$ cat src/rtl/move_controller.sv
// Command-execution stage: decodes MOVE/TELEPORT/NOP and walks the player
// one tile per step with bound and wall checks against the map RAM.
module move_controller #(
  parameter int MAP_W     = 10,
  parameter int MAP_H     = 10,
  parameter int START_POS = 50,
  parameter int EXIT_POS  = 59,
  parameter int WALL_CODE = 5
) (
  input  logic        clk,
  input  logic        rst_n,
  input  logic        cmd_valid,
  output logic        cmd_ready,
  input  logic [15:0] cmd_data,
  output logic [6:0]  map_addr,
  input  logic [15:0] map_data,
  output logic [15:0] pos,
  output logic        step,
  output logic        move_done,
  output logic        blocked,
  output logic        at_exit
);

  localparam logic [15:0] W16   = 16'(MAP_W);
  localparam logic [15:0] LAST  = 16'(MAP_W * (MAP_H - 1));
  localparam logic [15:0] START = 16'(START_POS);
  localparam logic [15:0] EXIT  = 16'(EXIT_POS);
  localparam logic [15:0] WALL  = 16'(WALL_CODE);

  localparam logic [3:0] OP_MOVE = 4'd1;
  localparam logic [3:0] OP_TELE = 4'd2;

  typedef enum logic [2:0] {
    S_IDLE,
    S_CHECK,
    S_READ,
    S_EVAL,
    S_DONE
  } state_t;

  state_t      state_q;
  logic [15:0] pos_q;
  logic [15:0] tgt_q;
  logic [1:0]  dir_q;
  logic [3:0]  rem_q;
  logic [6:0]  addr_q;
  logic        ready_q;
  logic        step_q;
  logic        done_q;
  logic        blk_q;

  logic [15:0] col_d;
  logic [15:0] tgt_d;
  logic        oob_d;

  logic [3:0]  op;
  logic        unused_bits;

  assign op          = cmd_data[15:12];
  assign unused_bits = ^cmd_data[9:4];

  // Bound test precedes any subtract, so the target never wraps.
  always_comb begin
    col_d = pos_q % W16;
    oob_d = 1'b0;
    tgt_d = pos_q;
    unique case (dir_q)
      2'd0: begin
        oob_d = pos_q < W16;
        if (!oob_d) tgt_d = pos_q - W16;
      end
      2'd1: begin
        oob_d = pos_q >= LAST;
        if (!oob_d) tgt_d = pos_q + W16;
      end
      2'd2: begin
        oob_d = col_d == 16'd0;
        if (!oob_d) tgt_d = pos_q - 16'd1;
      end
      default: begin
        oob_d = col_d == (W16 - 16'd1);
        if (!oob_d) tgt_d = pos_q + 16'd1;
      end
    endcase
  end

  always_ff @(posedge clk or negedge rst_n) begin
    if (!rst_n) begin
      state_q <= S_IDLE;
      pos_q   <= START;
      tgt_q   <= START;
      dir_q   <= 2'd0;
      rem_q   <= 4'd0;
      addr_q  <= 7'd0;
      ready_q <= 1'b1;
      step_q  <= 1'b0;
      done_q  <= 1'b0;
      blk_q   <= 1'b0;
    end else begin
      step_q <= 1'b0;
      done_q <= 1'b0;
      blk_q  <= 1'b0;
      unique case (state_q)
        S_IDLE: begin
          if (cmd_valid) begin
            ready_q <= 1'b0;
            dir_q   <= cmd_data[11:10];
            rem_q   <= cmd_data[3:0];
            if (op == OP_MOVE && cmd_data[3:0] != 4'd0) begin
              state_q <= S_CHECK;
            end else begin
              if (op == OP_TELE) pos_q <= START;
              done_q  <= 1'b1;
              state_q <= S_DONE;
            end
          end
        end
        S_CHECK: begin
          if (oob_d) begin
            done_q  <= 1'b1;
            blk_q   <= 1'b1;
            state_q <= S_DONE;
          end else begin
            tgt_q   <= tgt_d;
            addr_q  <= tgt_d[6:0];
            state_q <= S_READ;
          end
        end
        S_READ: state_q <= S_EVAL;
        S_EVAL: begin
          if (map_data == WALL) begin
            done_q  <= 1'b1;
            blk_q   <= 1'b1;
            state_q <= S_DONE;
          end else begin
            pos_q  <= tgt_q;
            step_q <= 1'b1;
            rem_q  <= rem_q - 4'd1;
            if (tgt_q == EXIT || rem_q == 4'd1) begin
              done_q  <= 1'b1;
              state_q <= S_DONE;
            end else begin
              state_q <= S_CHECK;
            end
          end
        end
        default: begin
          ready_q <= 1'b1;
          state_q <= S_IDLE;
        end
      endcase
    end
  end

  assign cmd_ready = ready_q;
  assign map_addr  = addr_q;
  assign pos       = pos_q;
  assign step      = step_q;
  assign move_done = done_q;
  assign blocked   = blk_q;
  assign at_exit   = pos_q == EXIT;

endmodule

$ cat config.mk
export PLATFORM = sky130hd
export DESIGN_NAME = move_controller
export DESIGN_NICKNAME = d
export VERILOG_FILES = /design/src/rtl/move_controller.sv
export SDC_FILE = /design/constraint.sdc
export NUM_CORES = 1
export LEC_CHECK = 0
export BUFFER_PORTS_ARGS = -buffer_cell sky130_fd_sc_hd__buf_2
export CAP_MARGIN = 25
export CORE_ASPECT_RATIO = 1.75
export CORE_MARGIN = 2
export CORE_UTILIZATION = 54
export CTS_CLUSTER_DIAMETER = 150
export DETAILED_ROUTE_END_ITERATION = 8
export PLACE_DENSITY = 0.88
export SYNTH_ARGS = -nofsm -noshare
export SYNTH_HDL_FRONTEND = slang
export SYNTH_SLANG_ARGS = --single-unit
export TNS_END_PERCENT = 1
$ cat constraint.sdc
create_clock -name clk -period 5.35 [get_ports clk]
set_input_delay 0.8025 -clock clk [delete_from_list [all_inputs] [get_ports clk]]
set_output_delay 0.8025 -clock clk [all_outputs]
set_load 0.05 [all_outputs]
==> impl_metrics.ini, run 1 <==
[run_status]
status = complete, but fails checks
violations = negative setup slack

[clock_tree]
clock_path_buffers = 2
h-tree-depth = 2
clk_pin_slew_worst_paths_ps = 70
ctsHoldBuffers = 0
clock-root-buffer = clkbuf_16
cts_buffers = 5
cts.sink_count = 48
cts_tree = done
clkLatencyLatePin_ps = 300

[die]
design.core.area_um2 = 9527
dieArea_um2 = 10680
die_h_um = 135.2
boundaryPins = 63
fp-row-count = 47
fp.dieW_um = 78.98
initial_core_util_pct = 55.77

[sta]
slew_viol_final = 0
fin_ws_ps = -846.4
hold_viol_final = 0
tightest_slew_ps = 969.4
setup_viol = 23
rsz0062_at_grt = true
fmax_mhz = 161.4
period_needed_ps = 6196
fin_tns_setup_ps = -17950
max_slew_margin_pct = 35.37
min_period_over_period_pct = 115.8
fin_skew_ps = 7.745

[critical_path]
crit_arrival_ps = 6380
crit_path_max_fanout = 10
path_class = reg -> reg
end_kind = register
cp-start-kind = register
required_ps = 5540

[synth]
avgSynthCellArea_um2 = 7.409
synth_edf_count = 0
synth_top_cell_area_share_pct = 19.31
ys_ff_latch = 48
ys_warn_count = 0
yosys.cell_types.count = 89
syn_inst = 717
seq_area_frac_synth_pct = 22.77
synthFlopType = dfrtp_1
synth_nets = 761
syn_area_um2 = 5313
synth_area_leaders = dfrtp_1 19%, nor2_1 5.4%, nand2_1 4.9%, o21ai_0 4.5%, dfstp_2 3.5%
synthArstFlopShare_pct = 100.0
synth_top_area_cell = dfrtp_1

[routing]
drt_pass1_iterations = 6
vias = 6825
drt_iter0_markers = 682
wl_per_cell_um = 21.17
antenna_left = 0
avgViaCountPerCell = 7.022
drc_errors = 0
wl_mm = 20.58

[layout]
drive_gt1_share_pct = 34.71
syn2layout_area_growth_pct = 33.30
nFillCells = 687
final_nets = 893
antenna_cells = 0
fin_cells = 972
layout.area.seq_um2 = 1217
multi_input_area_um2 = 4143
final_area_um2 = 7082

[job]
cap_violations = 0

[grt]
grt_overflow = 0
grt_pass1_wl_mm = 32.51
grt_usage_pct = 38.07
grt_max_degree = 49
first_global_vias = 6802
antenna_found_initial = 0

[placement]
portBuffers = 56
postPlaceCellArea_um2 = 6417
place_congestion = 0.9634
dpl.hpwl_mm = 14.17
dpl.cell_count = 951

[min_path]
hp-class = in -> async
[flip-flops by register name, summed over array words and instances, names as in the netlist]
register	count
pos	16
tgt_q	16
rem_q	4
map_addr	3
state_q	3
dir_q	2
blocked	1
cmd_ready	1
move_done	1
step	1
[cell usage in the layout, fill, tap and decap left out, types with 9 or more instances in the layout]
cell | synthesis | final
buf_4 | 8 | 124
nor2_1 | 77 | 75
nand2_1 | 69 | 68
buf_2 | 14 | 56
o21ai_0 | 48 | 41
nand3_1 | 36 | 35
dfrtp_1 | 41 | 35
a21oi_1 | 32 | 32
nor3_1 | 31 | 28
nor4_1 | 19 | 19
inv_1 | 18 | 18
o211ai_1 | 17 | 17
nand4_1 | 12 | 12
o31ai_1 | 16 | 12
or3_1 | 12 | 11
a31oi_1 | 10 | 9
ha_1 | 9 | 9
[stage by stage]
step | setup slack, ps | hold WS, ps | utilization (%)
detailed placement | -1008 | 461.9 | 67.36
finish | -846.4 | 381.2 | 74.34
global placement | -746.7 | 457.4 | 67.36
global route | -986.3 | 400.9 | 74.34
floorplan | -358.2 | 455.3 | -
CTS | -662.0 | 476.0 | 71.13
[Yosys cell counts (all sizes together) (7+ instances only)]
| cell | count |
|---|---|
| o21ai | 54 |
| nor3 | 32 |
| a211oi | 12 |
| xnor2 | 8 |
| o31ai | 16 |
| nand3 | 36 |
| nor2 | 77 |
| dfstp | 7 |
| nor4 | 19 |
| a21o | 7 |
| a21oi | 32 |
| clkbuf | 35 |
| a31oi | 10 |
| nand2 | 69 |
| or3 | 12 |
| dfrtp | 41 |
| buf | 29 |
| o21a | 10 |
| mux2i | 10 |
| nand4 | 13 |
| and2 | 7 |
| ha | 9 |
| inv | 18 |
| o211ai | 17 |
| o22ai | 7 |
[final timing paths]
path / start / to / slack [ps] / depth (start not counted)
max: pos[11] / tgt_q[11] / -850 / 27
min: rst_n / pos[3] / 380 / 1
max reg2reg: pos[11] / tgt_q[11] / -850 / 27
min reg2reg: map_addr[1] / map_addr[1] / 480 / 1
max in group asynchronous: rst_n / cmd_ready / 4410 / 2
min in group clk: map_addr[1] / map_addr[1] / 480 / 1
[critical path: stages (launching register included)]
cell	delay, ps
dfrtp_2	430
buf_4	160
nand2b_1	160
o21ai_0	230
a21oi_1	140
nor3_1	220
buf_4	230
mux2_4	350
nor3_4	330
buf_6	160
o22ai_4	70
a22o_4	300
buf_4	140
nor3_1	260
a22oi_2	130
o2111ai_2	290
and2_4	250
buf_4	130
a31oi_1	60
and4_1	230
a221oi_2	290
buf_4	180
buf_4	100
inv_1	90
o311ai_4	510
nor4_1	150
o211a_1	230
a211o_1	250
[cell type report]
type,count,area share (%)
Multi-Input combinational cell,585,58.50
Timing Repair Buffer,189,18.78
Sequential cell,48,17.19
Tap cell,122,2.155
Clock buffer,6,1.820
Inverter,20,1.060
Clock inverter,2,0.4947
[metal layers]
layer / up-vias / track usage (%) / wire (um)
li1: 2992 / - / -
met1: 3214 / 39.70 / 7069
met2: 466 / 66.48 / 10430
met3: 153 / 6.867 / 1516
met4: 0 / 28.74 / 1558
met5: - / 0 / 0
[timing repair]
item,in CTS,in global routing
endpoints found under the setup margin,23,23
setup buffers,5,7
gates cloned,0,1
pin swaps,17,27
resized for setup,36,55
[kinds of logic (layout without fill, tap and decap cells)]
| logic type | after synthesis | in the layout | share of synthesized area, % |
|---|---|---|---|
| multiplexers | 15 | 15 | 3.156 |
| AND/OR/NAND/NOR | 309 | 309 | 29.23 |
| AO/OA/AOI/OAI | 241 | 241 | 33.73 |
| adder cells (fa/ha/maj) | 11 | 11 | 2.520 |
| flip-flops | 48 | 48 | 22.77 |
| buffers and inverters | 84 | 217 | 7.113 |
| XOR/XNOR | 9 | 9 | 1.484 |
Power of run 1 is left out: the tool's default activity adds up to more than one toggle a clock period on the data nets, which glitch-free logic cannot reach.
==> run 2: changes to the inputs <==
--- a/config.mk
+++ b/config.mk
@@ -6,4 +6,5 @@
 export NUM_CORES = 1
 export LEC_CHECK = 0
+export ABC_CLOCK_PERIOD_IN_PS = 5350
 export BUFFER_PORTS_ARGS = -buffer_cell sky130_fd_sc_hd__buf_2
 export CAP_MARGIN = 25
@@ -14,4 +15,5 @@
 export DETAILED_ROUTE_END_ITERATION = 8
 export PLACE_DENSITY = 0.88
+export REMOVE_ABC_BUFFERS = 1
 export SYNTH_ARGS = -nofsm -noshare
 export SYNTH_HDL_FRONTEND = slang
==> constraint.sdc (replaced) <==
create_clock -name clk -period 5.35 [get_ports clk]
set_input_delay 0.8025 -clock clk [delete_from_list [all_inputs] [get_ports clk]]
set_output_delay 0.8025 -clock clk [all_outputs]
set_load 0.02 [all_outputs]
==> run 2 against run 1 <==
The flow still finishes with violations (negative setup slack). Non-clock buffer count increased by 30. Via count up 5.5%. Maximum frequency fell by 0.34%. Final cell count grew 3.1%. Setup slack worse by 21 ps. First-iteration DRC count is 66% higher. Largest cell class unchanged.
==> impl_metrics.ini, run 2 (same netlist as run 1, synthesis figures left out) <==
[routing]
wl_mm = 22.34
avgViaCountPerCell = 7.188
drt_pass1_iterations = 6
wl_per_cell_um = 22.29
antenna_left = 0
drc_errors = 0
vias = 7202
drt_iter0_markers = 1134

[grt]
grt_pass1_wl_mm = 34.90
antenna_found_initial = 0
use_met2_pct = 70.95
top_usage_layer = met2
grt_max_degree = 49
grt_util_met1_pct = 43.56
grt_overflow = 0
grt_use_met3_pct = 7.000
first_global_vias = 7140
grt_usage_pct = 40.68

[sta]
hold_viol_final = 0
tightest_slew_ps = 1016
period_needed_ps = 6217
rsz0062_at_grt = true
fin_ws_ps = -867.5
fmax_mhz = 160.8
slew_viol_final = 0
min_period_over_period_pct = 116.2
max_slew_margin_pct = 32.29
setup_viol = 23
fin_skew_ps = 5.945

[critical_path]
required_ps = 5560
crit_path_max_fanout = 7
path_class = reg -> reg
cp-start-kind = register
crit_arrival_ps = 6430
end_kind = register

[layout]
multi_input_area_um2 = 4179
syn2layout_area_growth_pct = 39.02
drive_gt1_share_pct = 38.07
layout.area.seq_um2 = 1212
final_common_cell = buf_4
antenna_cells = 0
nFillCells = 646
final_nets = 923
layout_common_cells = 154 x buf_4, 74 x nor2_1, 66 x nand2_1
utilization_pct = 77.53

[placement]
portBuffers = 56
place_congestion = 0.9917
place_ws_ps = -949.9
dpl.hpwl_mm = 14.47

[run_status]
violations = negative setup slack
status = complete, but fails checks

[min_path]
hp-class = in -> async

[clock_tree]
h-tree-depth = 2
clock_path_buffers = 2
cts_tree = done
clkLatencyLatePin_ps = 300
clock-root-buffer = clkbuf_16
cts.sink_count = 48
ctsHoldBuffers = 0
clk_pin_slew_worst_paths_ps = 70
cts_buffers = 5

[die]
dieArea_um2 = 10680
die_h_um = 135.2
design.core.area_um2 = 9527
fp-row-count = 47
initial_core_util_pct = 55.77
boundaryPins = 63
fp.dieW_um = 78.98

[job]
cap_violations = 0
==> run 2: changes by cell type in the layout (fill, tap and decap cells not counted), moves of 3 or more <==
cell,before,now
a21oi_1,32,28
a21oi_2,0,4
buf_4,124,154
dfrtp_1,35,39
dfrtp_2,6,2
nor3_1,28,25
o21ai_1,8,5
o31ai_2,4,0
==> run 2: what timing repair did <==
item	4_1_cts	5_1_grt
gates resized for setup	89	18
pin swaps	38	11
setup buffers	25	5
setup endpoints to repair	23	23
==> run 2: cell type report <==
class | instances | area share (%)
multi-input combinational | 585 | 56.58
timing repair buffer | 219 | 21.29
sequential | 48 | 16.42
tap | 122 | 2.067
clock buffer | 5 | 1.694
inverter | 20 | 1.016
clock inverter | 3 | 0.9317
==> run 2: stage by stage <==
| stage | instance area, um^2 | setup TNS [ps] | std cells | hold slack, ps |
|---|---|---|---|---|
| after floorplan | 5010 | -25280 | 653 | 455.3 |
| after global placement | 6454 | -13340 | 964 | 455.4 |
| after detailed placement | 6454 | -19090 | 964 | 483.9 |
| after CTS | 7244 | -9555 | 996 | 495.6 |
| after global routing | 7386 | -22530 | 1002 | 355.2 |
| final | 7386 | -17470 | 1002 | 338.5 |
==> run 2: worst max-delay path, stage by stage (launching register included) <==
cell	delay [ps]
dfrtp_1	430
nor2b_1	140
buf_4	180
mux2_4	160
o22ai_2	120
or3_4	410
buf_4	160
a311oi_4	300
o21a_2	270
buf_4	140
buf_4	100
a221o_1	270
nand2_2	150
or3_1	410
o2111ai_2	130
buf_4	180
a21oi_2	80
a221oi_4	360
buf_4	180
xnor2_1	100
a221oi_4	250
or4b_4	560
o211ai_1	400
a2111oi_2	140
buf_4	160
o21a_1	170
o31ai_1	170
==> run 2: path summary, 6_finish.rpt <==
check	start	to	slack (ps)	cells after the start
max reg2reg	pos[11]	tgt_q[15]	-870	26
min	rst_n	pos[10]	340	1
max	pos[11]	tgt_q[15]	-870	26
max in group asynchronous	rst_n	tgt_q[1]	4480	2
min reg2reg	cmd_ready	cmd_ready	500	2
min in group clk	cmd_ready	cmd_ready	500	2
==> run 2: per-layer routing <==
| metal | part of all wire [%] | vias to the layer above |
|---|---|---|
| met5 | 0 | - |
| met4 | 9.1 | 0 |
| met3 | 8.1 | 209 |
| met2 | 49 | 564 |
| met1 | 34 | 3373 |
| li1 | - | 3056 |
Power of run 2 is left out for the same reason.
==> run 3: changes to the inputs <==
Settings changed: CORE_MARGIN 2 to unset, SKIP_CTS_REPAIR_TIMING set to 1.
==> run 3 against run 2 <==
The flow still finishes with violations (negative setup slack). Routed wire length down 5.1%. First-iteration DRC count down 7.8%. Die area down 4.0%. Global-route usage down 4.6 points. Critical path type unchanged.
==> impl_metrics.ini, run 3 (same netlist as run 1, synthesis figures left out) <==
[routing]
wl_mm = 21.20
drc_errors = 0
vias = 6995
avgViaCountPerCell = 7.109
drt_pass1_iterations = 9
drt_iter0_markers = 1046
wl_per_cell_um = 21.54
antenna_left = 0

[sta]
fin_ws_ps = -1071
min_period_over_period_pct = 120.0
period_needed_ps = 6421
fin_tns_setup_ps = -17470
max_slew_margin_pct = 36.55
rsz0062_at_grt = true
fmax_mhz = 155.7
setup_viol = 23
tightest_slew_ps = 951.7
fin_skew_ps = 6.480
hold_viol_final = 0
slew_viol_final = 0

[clock_tree]
clock-root-buffer = clkbuf_16
cts_buffers = 5
cts.sink_count = 48
clock_path_buffers = 2
cts_tree = done
clkLatencyLatePin_ps = 290
h-tree-depth = 2
clk_pin_slew_worst_paths_ps = 70

[layout]
nFillCells = 634
drive_gt1_share_pct = 39.21
final_nets = 905
antenna_cells = 0
final_common_cell = buf_4
syn2layout_area_growth_pct = 39.40
layout_common_cells = 126 x buf_4, 73 x nor2_1, 65 x nand2_1

[die]
initial_core_util_pct = 55.77
dieArea_um2 = 10250
boundaryPins = 63
fp-row-count = 47
design.core.area_um2 = 9527
fp.dieW_um = 76.98
die_h_um = 133.2

[placement]
place_congestion = 0.9697
dpl.hpwl_mm = 14.08
portBuffers = 56

[grt]
grt_usage_pct = 36.06
antenna_found_initial = 0
grt_max_degree = 49
grt_pass1_wl_mm = 30.08
grt_overflow = 0
first_global_vias = 6325

[critical_path]
end_kind = register
crit_arrival_ps = 6650
cp-start-kind = register
path_class = reg -> reg
required_ps = 5580
crit_path_max_fanout = 7

[run_status]
status = complete, but fails checks
violations = negative setup slack

[job]
cap_violations = 0

[min_path]
hp-class = reg -> reg
-- run 3: critical path: stages (launching register included) --
cell	delay, ps
dfrtp_2	450
buf_4	140
nor2b_1	270
a22oi_2	180
o21ai_2	320
buf_4	200
nor3_1	50
a221o_1	350
buf_4	150
o21a_4	240
nor3_4	210
o21a_2	240
buf_4	140
nor3_2	30
a22oi_2	210
o2111ai_2	180
a2111oi_0	570
a21oi_1	80
and4_1	220
a221oi_2	260
or4b_4	500
buf_6	150
buf_12	120
buf_4	140
o211ai_1	240
nand4b_1	300
a21oi_2	270
a21o_1	120
-- run 3: final cells by class --
class                      count  area (um^2)  area share (%)
multi-input combinational    585         4342           58.62
timing repair buffer         201         1460           19.72
sequential                    48         1212           16.37
tap                          122        152.6           2.061
clock buffer                   6        128.9           1.740
inverter                      20        75.07           1.014
clock inverter                 2        35.03          0.4731
-- run 3: path summary, 6_finish.rpt --
check | from | to | slack [ps] | depth (start not counted)
worst min register to register | cmd_ready | cmd_ready | 490 | 2
min in group asynchronous | rst_n | pos[15] | 610 | 2
max in group asynchronous | rst_n | pos[14] | 4320 | 2
worst max register to register | pos[12] | map_addr[1] | -1070 | 27
worst min-delay path | cmd_ready | cmd_ready | 490 | 2
worst max-delay path | pos[12] | map_addr[1] | -1070 | 27
-- run 3: per-stage QoR --
step	util (%)	instances	worst slack (ps)	hold slack [ps]	area, um^2
floorplan	-	653	-1313	455.3	5010
global placement	67.27	958	-722.0	458.5	6409
detailed placement	67.27	958	-889.9	479.6	6409
CTS	68.99	966	-940.0	490.5	6573
global route	77.74	984	-1254	523.7	7406
finish	77.74	984	-1071	491.8	7406
-- run 3: layer usage --
layer / up-vias / part of all wire, % / track usage [%]
met2: 535 / 51 / 65.28
met3: 168 / 7.8 / 2.671
met4: 0 / 7.3 / 23.58
met1: 3284 / 34 / 39.91
met5: - / 0 / 0
li1: 3008 / - / -
Power of run 3 is left out for the same reason.
